`src/rtl/ch_delay_timer.sv`:
```
// Per-channel delay timer that ends the charge/discharge sequence.
// A rising edge on the start-counter level captures the per-channel delays
// and starts a shared elapsed-cycle counter. Each channel raises its
// discharge-reset line once the counter reaches that channel's delay.
// A falling start level or an abort during a run forces a single all-ones
// flush cycle.
//
// Ports:
//   i_clk          system clock, posedge
//   i_reset_n      asynchronous active-low reset
//   i_startcounter start-counter level; only its rising edge starts a run
//   i_delay        packed per-channel delays, channel i at [i*CNT_W +: CNT_W]
//   i_abort        synchronous abort request, active high
//   o_reset_ch     per-channel discharge reset, registered
//   o_busy         run in progress
//   o_done         all channels have fired
//   o_count        elapsed-cycle counter of the current run
module ch_delay_timer #(
  parameter int unsigned N_CH  = 4,
  parameter int unsigned CNT_W = 16
) (
  input  logic                  i_clk,
  input  logic                  i_reset_n,
  input  logic                  i_startcounter,
  input  logic [N_CH*CNT_W-1:0] i_delay,
  input  logic                  i_abort,
  output logic [N_CH-1:0]       o_reset_ch,
  output logic                  o_busy,
  output logic                  o_done,
  output logic [CNT_W-1:0]      o_count
);

  typedef enum logic [1:0] {
    IDLE  = 2'd0,
    RUN   = 2'd1,
    DONE  = 2'd2,
    FLUSH = 2'd3
  } state_t;

  state_t                  state_q, state_nx;
  logic                    start_d;
  logic [N_CH-1:0]         reset_ch_q, reset_ch_nx;
  logic                    busy_q, busy_nx;
  logic                    done_q, done_nx;
  logic [CNT_W-1:0]        count_q, count_nx;
  logic [N_CH-1:0]         fired_q, fired_nx;
  logic [CNT_W-1:0]        shadow_q  [N_CH];
  logic [CNT_W-1:0]        shadow_nx [N_CH];
  logic [N_CH-1:0]         fire;
  logic                    rise, fall;

  assign rise = i_startcounter & ~start_d;
  assign fall = ~i_startcounter & start_d;

  assign o_reset_ch = reset_ch_q;
  assign o_busy     = busy_q;
  assign o_done     = done_q;
  assign o_count    = count_q;

  // State and output registers
  always_ff @(posedge i_clk or negedge i_reset_n) begin
    if (!i_reset_n) begin
      state_q    <= IDLE;
      start_d    <= 1'b0;
      reset_ch_q <= '0;
      busy_q     <= 1'b0;
      done_q     <= 1'b0;
      count_q    <= '0;
      fired_q    <= '0;
      for (int i = 0; i < int'(N_CH); i++) shadow_q[i] <= '0;
    end else begin
      state_q    <= state_nx;
      start_d    <= i_startcounter;
      reset_ch_q <= reset_ch_nx;
      busy_q     <= busy_nx;
      done_q     <= done_nx;
      count_q    <= count_nx;
      fired_q    <= fired_nx;
      for (int i = 0; i < int'(N_CH); i++) shadow_q[i] <= shadow_nx[i];
    end
  end

  // Next-state and next-output logic
  always_comb begin
    state_nx    = state_q;
    reset_ch_nx = reset_ch_q;
    busy_nx     = busy_q;
    done_nx     = done_q;
    count_nx    = count_q;
    fired_nx    = fired_q;
    fire        = '0;
    for (int i = 0; i < int'(N_CH); i++) shadow_nx[i] = shadow_q[i];

    case (state_q)
      IDLE: begin
        reset_ch_nx = '0;
        count_nx    = '0;
        busy_nx     = 1'b0;
        done_nx     = 1'b0;
        if (rise) begin
          for (int i = 0; i < int'(N_CH); i++) shadow_nx[i] = i_delay[i*CNT_W +: CNT_W];
          fired_nx = '0;
          busy_nx  = 1'b1;
          state_nx = RUN;
        end
      end
      RUN: begin
        if (fall || i_abort) begin
          // Abort path beats firing so discharge latches always get flushed
          state_nx    = FLUSH;
          reset_ch_nx = '1;
          busy_nx     = 1'b0;
          done_nx     = 1'b0;
        end else begin
          for (int i = 0; i < int'(N_CH); i++)
            fire[i] = ~fired_q[i] & (count_q == shadow_q[i]);
          fired_nx    = fired_q | fire;
          reset_ch_nx = reset_ch_q | fire;
          // Saturate so an all-ones delay still fires
          count_nx    = (count_q == '1) ? count_q : count_q + CNT_W'(1);
          if (&fired_nx) begin
            state_nx = DONE;
            done_nx  = 1'b1;
            busy_nx  = 1'b0;
          end
        end
      end
      DONE: begin
        if (fall) begin
          state_nx    = IDLE;
          reset_ch_nx = '0;
          done_nx     = 1'b0;
          count_nx    = '0;
        end
      end
      FLUSH: begin
        state_nx    = IDLE;
        reset_ch_nx = '0;
        count_nx    = '0;
        busy_nx     = 1'b0;
        done_nx     = 1'b0;
      end
      default: state_nx = IDLE;
    endcase
  end

endmodule

```
`config.mk`:
```
export PLATFORM = sky130hd
export DESIGN_NAME = ch_delay_timer
export DESIGN_NICKNAME = d
export VERILOG_FILES = /design/src/rtl/ch_delay_timer.sv
export SDC_FILE = /design/constraint.sdc
export NUM_CORES = 1
export LEC_CHECK = 0
export BUFFER_PORTS_ARGS = -buffer_cell sky130_fd_sc_hd__buf_2
export CORE_MARGIN = 10
export CORE_UTILIZATION = 56
export DETAILED_ROUTE_END_ITERATION = 10
export PLACE_DENSITY_LB_ADDON = 0.08
export SLEW_MARGIN = 20
export SYNTH_ARGS = -nofsm -noshare
export SYNTH_HDL_FRONTEND = slang
export SYNTH_SLANG_ARGS = --single-unit
```
`constraint.sdc`:
```
create_clock -name i_clk -period 2.43 [get_ports i_clk]
set_input_delay 0.243 -clock i_clk [delete_from_list [all_inputs] [get_ports i_clk]]
set_output_delay 0.243 -clock i_clk [all_outputs]
set_load 0.005 [all_outputs]
```
Yosys cells after proc, flatten, opt, wreduce, memory -nomap -nowiden

Index checks and enable logic that the tools add are counted.

$add $sub $neg: 1
Equality and inequality tests: 13
Multiplexer cells: 23
Bitwise operators: 14
Reductions and logical operators: 12

Operators with widths:

| cell                  | number |
|---|---|
| $eq 16x16->1          | 4 |
| $mux 16               | 3 |
| $pmux 16 s3           | 1 |
| $add 16x1->16 const B | 1 |
| $eq 16x16->1 const B  | 1 |
| $mux 4                | 4 |
| $pmux 4 s3            | 1 |
| $reduce_and 3->1      | 3 |
| $mux 2                | 4 |
| $ne 2x2->1 const B    | 4 |
| $or 4x4->4            | 2 |
| $pmux 2 s4            | 1 |
| $pmux 4 s2            | 1 |
| $and 1x1->1           | 6 |
| $mux 1                | 6 |
| $not 1->1             | 6 |
| $pmux 1 s3            | 2 |
| $reduce_and 2->1      | 3 |
| $eq 2x2->1 const B    | 2 |
| $reduce_and 4->1      | 1 |
| $ne 3x3->1 const B    | 1 |
| $reduce_bool 3->1     | 1 |
| $eq 2x1->1 const B    | 1 |
| $logic_not 2->1       | 1 |
| other kinds (3)       | 3 |

Register bits: 93
Input port bits: 68
Logic and storage cells: 74

Logic depth before layout (Yosys ltp)

Gate-level depths: netlist of run 1.

Depth in word-level cells: 7
Depth in mapped cells: 8
Depth with buffers taken out: 7

Least setup slack after synthesis of run 1

Ideal clock, no wire load.

Path type: flip-flop to flip-flop
Start point: register state_q[0]
End point: register shadow_q[0] (netlist bit)
Library setup time: 125 ps
Arrival time: 1761 ps
Data required time: 2305 ps
Path slack: 545 ps
Cell stages (with the launch flop): 8
Period minus slack after synthesis: 1885 ps
Cells stage by stage: dfrtp_1 > inv_1 > ha_1 > inv_1 > or2_2 > clkbuf_1 > buf_2 > mux2_2

Longest elaborated chain between the ends: 2

RTL lines:

| item                       | RTL line | source |
|---|---|---|
| start: declaration         | 40       | `state_t state_q, state_nx;` |
| start signal: assignment   | 72       | `state_q <= state_nx;` |
| $logic_not 2->1            | 94       | `case (state_q)` |
| $reduce_and 2->1 (no line) | --       |  |
| end: declaration           | 47       | `logic [CNT_W-1:0] shadow_q [N_CH];` |

Every way passes these cells.
A chain may end at the register's enable or synchronous reset.

Worst setup path after layout of run 1

Start point: register count_q[5], in the netlist o_count[5]
End point: register count_q[15], in the netlist o_count[15]

Longest elaborated chain between the ends: 4
Elaborated cells on any way between the ends: 7
Those cells by class: 1 x add/sub; 2 x eq/ne; 3 x mux; 1 x reduce/logical

RTL lines:

| item                     | RTL line | source |
|---|---|---|
| start: declaration       | 45       | `logic [CNT_W-1:0] count_q, count_nx;` |
| start signal: assignment | 77       | `count_q <= count_nx;` |
| $add 16x1->16            | 120      | `count_nx = (count_q == '1) ? count_q : count_q + CNT_W'(1);` |
| $mux 16                  | 120      |  |
| $mux 16                  | 108      | `if (fall \|\| i_abort) begin` |
| $pmux 16 s3              | 94       |  |

Parallel ways exist; a longest one is shown, timed or not. The select of a mux whose other input is x is not followed.

==> flow_summary.ini, run 1 <==
[global_route]
overflow = 0
grt_pass1_vias = 3608
antenna_found_initial = 0
grt_start_max_net_pins = 66
track_usage = 0.185
grt_pass1_wl_mm = 19.0

[setup_path]
startpoint_type = flop
end_kind = flop
critPathKind = reg2reg
cp.arrival_ns = 2.53
crit_fanout = 11
critPathRequiredTime_ns = 2.68

[synthesis]
synth_area_leaders = dfrtp_1 49%, mux2_2 15%, xnor2_1 14%
ys.warnings.count = 0
netlist_area_um2 = 4770
synth_cell_types = 44
avgSynthCellArea_um2 = 11.8
synth.net_count = 476
synth_edf_count = 0
netlist.area_leader.share = 0.488
synthCells = 403
synth_ff_type = dfrtp_1
yosys.area.top_type = dfrtp_1
synthArstFlopShare = 1.00
ys_ff_latch = 93
yosysSeqAreaShare = 0.488

[drt]
drc = 0
drt-pass1-iter-count = 4
vias = 3340
routed_via_density = 5.51
routedWlPerCell_um = 19.0
drt-initial-drc-count = 190
antenna_left = 0
wl_mm = 11.5

[timing]
fin_tns_setup_ns = 0
rsz0062_at_grt = false
maxSlewHeadroom = 0.523
setup_violations = 0
finalHoldViolations = 0
tightest_slew_ns = 0.712
min_period_over_period = 0.938
slew_viol_final = 0
skew_ns = 0.0101
timing.fmax_mhz = 439
finalCriticalPeriod_ns = 2.28

[clock_network]
htree_levels = 3
post-cts-setup-buffers = 0
clock-sinks = 93
cts_buffer_depth = 2
clkTransAtPathRegs_ns = 0.09
cts_root_buf = clkbuf_8
tritoncts = done
cts_buffers = 9
insertion_delay_ns = 0.36

[pwr]
power_density_nw_per_um2 = 1030
p_leak_nw = 2.41
power.total_mw = 5.75
irDropWorstVdd_v = 0.000479

[floorplanning]
core_area_um2 = 8260
die_x_um = 112
die_area_um2 = 12600
num_rows = 33
start_util = 0.578
die_h_um = 112
boundaryPins = 90

[layout]
area_growth_syn_to_layout_pct = 17.0
nNetsFinal = 570
fin_util = 0.676
fillers = 655
drive_above_1_share = 0.399
diodes = 0

[flow_run]
maxCapViolations = 0

[min_path]
hp-class = in2reg

[placement]
place.gp.congestion = 0.890
hpwl_mm = 8.83
port_buffers = 89

[status]
outcome = finished clean
==> logic make-up after synthesis <==
kind of cell / count (synthesis) / synth area share
compound gates: 37 / 0.0519
xor+xnor: 77 / 0.141
fa+ha+maj: 5 / 0.0131
buf+inv: 35 / 0.0404
flops: 93 / 0.488
mux: 65 / 0.154
simple gates: 91 / 0.112
==> state kept, by name, indices dropped and copies added, names as in the netlist <==
name	flops
shadow_q	64
o_reset_ch	4
start_d	1
o_busy	1
o_count	16
o_done	1
state_q	2
fired_q	4
==> synth_stat cells (2+ instances only) <==
cell / instances
mux2_2: 64
buf_6: 3
dfrtp_1: 93
inv_1: 7
ha_1: 5
nand2_1: 9
a211oi_1: 2
nor2_1: 25
o21ai_0: 6
nor3_1: 8
nor4_2: 3
xnor2_1: 77
a31oi_1: 3
nand2b_1: 6
nand4_1: 20
clkbuf_1: 6
a21oi_1: 13
o21a_1: 5
buf_2: 13
nor4_1: 4
or3_1: 2
buf_4: 6
o211ai_1: 2
==> path summary, 6_finish.rpt <==
kind                                      from  cells after the start  slack (ns)             to
worst max-delay path                o_count[5]                      6        0.15    o_count[15]
worst min-delay path            i_startcounter                      1        0.04        start_d
worst max register to register      o_count[5]                      6        0.15    o_count[15]
worst min register to register   o_reset_ch[0]                      1        0.50  o_reset_ch[0]
max in group asynchronous            i_reset_n                      3        1.37    shadow_q[5]
min in group asynchronous            i_reset_n                      2        0.38  o_reset_ch[1]
==> stage by stage <==
step                      hold slack, ns  cells  instance area, µm²  setup slack, ns
after global routing              0.0402    606                5590           0.0362
final                             0.0408    606                5590            0.151
after CTS                         0.0269    606                5580            0.133
after detailed placement           0.256    590                5370            0.181
after floorplan                  -0.0526    403                4770            0.545
after global placement             0.244    590                5370            0.230
==> power by group <==
group,total (mW),internal (mW),switching [mW]
sequential,2.66,2.16,0.500
clock,1.11,0.575,0.531
combinational,1.98,1.17,0.811
==> worst max-delay path, cell delays in order (launching register included) <==
cell	delay [ns]
dfrtp_1	0.63
nand4_4	0.19
or4_4	0.59
nor2_2	0.38
nor3_1	0.13
xnor2_1	0.20
nor2_1	0.06
==> cell usage in the layout, fill, tap and decap left out, types with 2 or more instances in the layout <==
cell	synthesis	layout
or3_1	2	2
ha_1	5	5
a211oi_1	2	2
mux2_2	64	64
nor2_1	25	25
a31oi_1	3	3
nor4_2	3	3
dfrtp_1	93	92
clkbuf_1	6	2
buf_4	6	20
nand2_1	9	9
nand2b_1	6	6
nand4_1	20	20
xnor2_1	77	77
a21oi_1	13	13
bufinv_16	0	2
nor3_1	8	8
o21a_1	5	5
inv_1	7	7
buf_2	13	88
o211ai_1	2	2
clkbuf_8	0	9
buf_12	0	2
nor4_1	4	4
o21ai_0	6	6
==> per-layer routing <==
| metal | GRT usage | wire length, µm | vias up | share of wire |
|---|---|---|---|---|
| met2 | 0.286 | 5550 | 133 | 0.48 |
| li1 | - | - | 1575 | - |
| met1 | 0.249 | 4750 | 1622 | 0.41 |
| met5 | 0 | 0 | - | 0 |
| met4 | 0.0516 | 106 | 0 | 0.0092 |
| met3 | 0.0538 | 1130 | 10 | 0.098 |
==> area by class of cell <==
type,instances,area [µm²],area share
sequential,93,2330,0.417
clock inverter,4,73.8,0.0132
timing repair buffer,111,641,0.115
multi-input combinational,275,2250,0.403
tap,105,131,0.0235
inverter,7,26.3,0.00470
clock buffer,11,131,0.0235
==> timing repair <==
item	in CTS	in global routing
hold buffers	1	0
resized for setup	0	1
endpoints found under the hold margin	38	0
setup endpoints to repair	0	2
Note: power is estimated with default switching activity, not from simulation.
==> inputs of run 2 (changes only) <==
- CORE_UTILIZATION: 56 -> 58
- CTS_BUF_LIST: not set -> sky130_fd_sc_hd__clkbuf_2
==> run 2 against run 1 <==
Die area fell by 2.8%; core utilization rose by 9.1 points; clock power fell by 18%; non-clock buffer count rose by 68; worst setup slack got worse by 0.0016 ns; clock skew rose by 0.010 ns; combinational power rose by 6%; critical path type unchanged; critical endpoint is now state_q[0]; highest routed layer unchanged.
==> flow_summary.ini, run 2 (synthesis results as in run 1) <==
[global_route]
grt_pass1_vias = 3923
overflow = 0
grt_start_max_net_pins = 53
antenna_found_initial = 1
track_usage = 0.208
grt_pass1_wl_mm = 20.9

[setup_path]
critPathKind = reg2reg
reg2reg_depth = 7
cp.arrival_ns = 2.76
startpoint_type = flop
end_kind = flop
critPathRequiredTime_ns = 2.91
crit_fanout = 5

[timing]
skew_ns = 0.0203
fin_hold_ws_ns = 0.0632
finalCriticalPeriod_ns = 2.28
fin_tns_setup_ns = 0
rsz0062_at_grt = false
slew_viol_final = 0
min_period_over_period = 0.939
maxSlewHeadroom = 0.637
tightest_slew_ns = 0.544
setup_violations = 0
timing.fmax_mhz = 438
finalHoldViolations = 0

[clock_network]
clock-sinks = 93
cts_root_buf = clkbuf_2
clkTransAtPathRegs_ns = 0.27
cts_buffer_depth = 2
insertion_delay_ns = 0.57
tritoncts = done
cts_buffers = 9
htree_levels = 3
post-cts-setup-buffers = 0

[floorplanning]
die_area_um2 = 12300
start_util = 0.590
num_rows = 33
core_area_um2 = 8090
die_h_um = 111
boundaryPins = 90
die_x_um = 111

[layout]
instances_no_fill = 676
largest_reg_flops = 64
regMostFlops = shadow_q
area_growth_syn_to_layout_pct = 30.0
layout_common_cells = 92 x dfrtp_1, 88 x buf_2, 77 x xnor2_1, 66 x dlygate4sd3_1, 64 x mux2_2
drive_above_1_share = 0.361
fin_util = 0.767
nNetsFinal = 638
layout_commonest_cell = dfrtp_1

[drt]
wl_met1_mm = 5.15
met2WireLength_mm = 6.98
wl_met3_um = 604
routed_via_density = 5.48
routedWlPerCell_um = 19.1
vias = 3707
drc = 0
drt-pass1-iter-count = 4
routed.top_layer = met4
drt-initial-drc-count = 170
wl_mm = 12.9
antenna_left = 0

[placement]
place.gp.congestion = 0.868
hpwl_mm = 9.00
port_buffers = 89
dp_cells = 593

[pwr]
power_density_nw_per_um2 = 916
irDropWorstVdd_v = 0.000581
p_leak_nw = 2.68

[min_path]
hp-class = in2async

[flow_run]
maxCapViolations = 0

[status]
outcome = finished clean
==> run 2: per-stage QoR <==
step           power, mW  area (µm²)  setup slack [ns]
2_1_floorplan       4.10        4770             0.545
3_3_place_gp        4.62        5390             0.224
3_5_place_dp        4.71        5390             0.216
4_1_cts             5.68        6190             0.136
5_1_grt             6.04        6210            0.0468
6_report            5.69        6210             0.149
==> run 2: area by class of cell <==
type | count | area [µm²]
flip-flops and latches | 93 | 2330
multi-input cells | 275 | 2260
fillers | 547 | 1890
repair buffers | 179 | 1310
well taps | 105 | 131
clock inverters | 7 | 97.6
clock buffers | 9 | 45.0
inverters | 7 | 26.3
diodes | 1 | 2.50
==> run 2: critical path: stages, from the launching register on <==
cell      delay [ns]
dfrtp_1         0.59
buf_4           0.22
xnor2_1         0.12
nand4_1         0.13
nor4_2          0.45
o22a_1          0.23
o221ai_2        0.15
mux2_4          0.33
==> run 2: timing repair <==
item | in CTS | in global routing
setup endpoints to repair | 0 | 1
endpoints found under the hold margin | 158 | 0
hold buffers | 66 | 0
gates resized for setup | 0 | 3
==> run 2: final timing paths <==
| kind | startpoint | slack [ns] | end |
|---|---|---|---|
| setup reg to reg | o_count[5] | 0.15 | state_q[0] |
| min in group i_clk | i_abort | 0.19 | state_q[1] |
| setup / recovery | o_count[5] | 0.15 | state_q[0] |
| hold / removal | i_reset_n | 0.06 | shadow_q[46] |
| hold reg to reg | o_reset_ch[2] | 0.52 | o_reset_ch[2] |
| max in group asynchronous | i_reset_n | 1.70 | shadow_q[32] |
==> run 2: power breakdown <==
group          switching, mW  internal, mW  total [mW]  leakage, nW
Combinational          0.858          1.24        2.10         1.44
Sequential             0.525          2.15        2.67         1.15
Clock                  0.562         0.346       0.908       0.0806
Total                   1.94          3.74        5.69         2.68
==> run 2: metal layers <==
layer | global-route usage | up-vias
li1 | - | 1730
met1 | 0.245 | 1852
met2 | 0.375 | 111
met3 | 0.0352 | 14
met4 | 0.0651 | 0
met5 | 0 | -
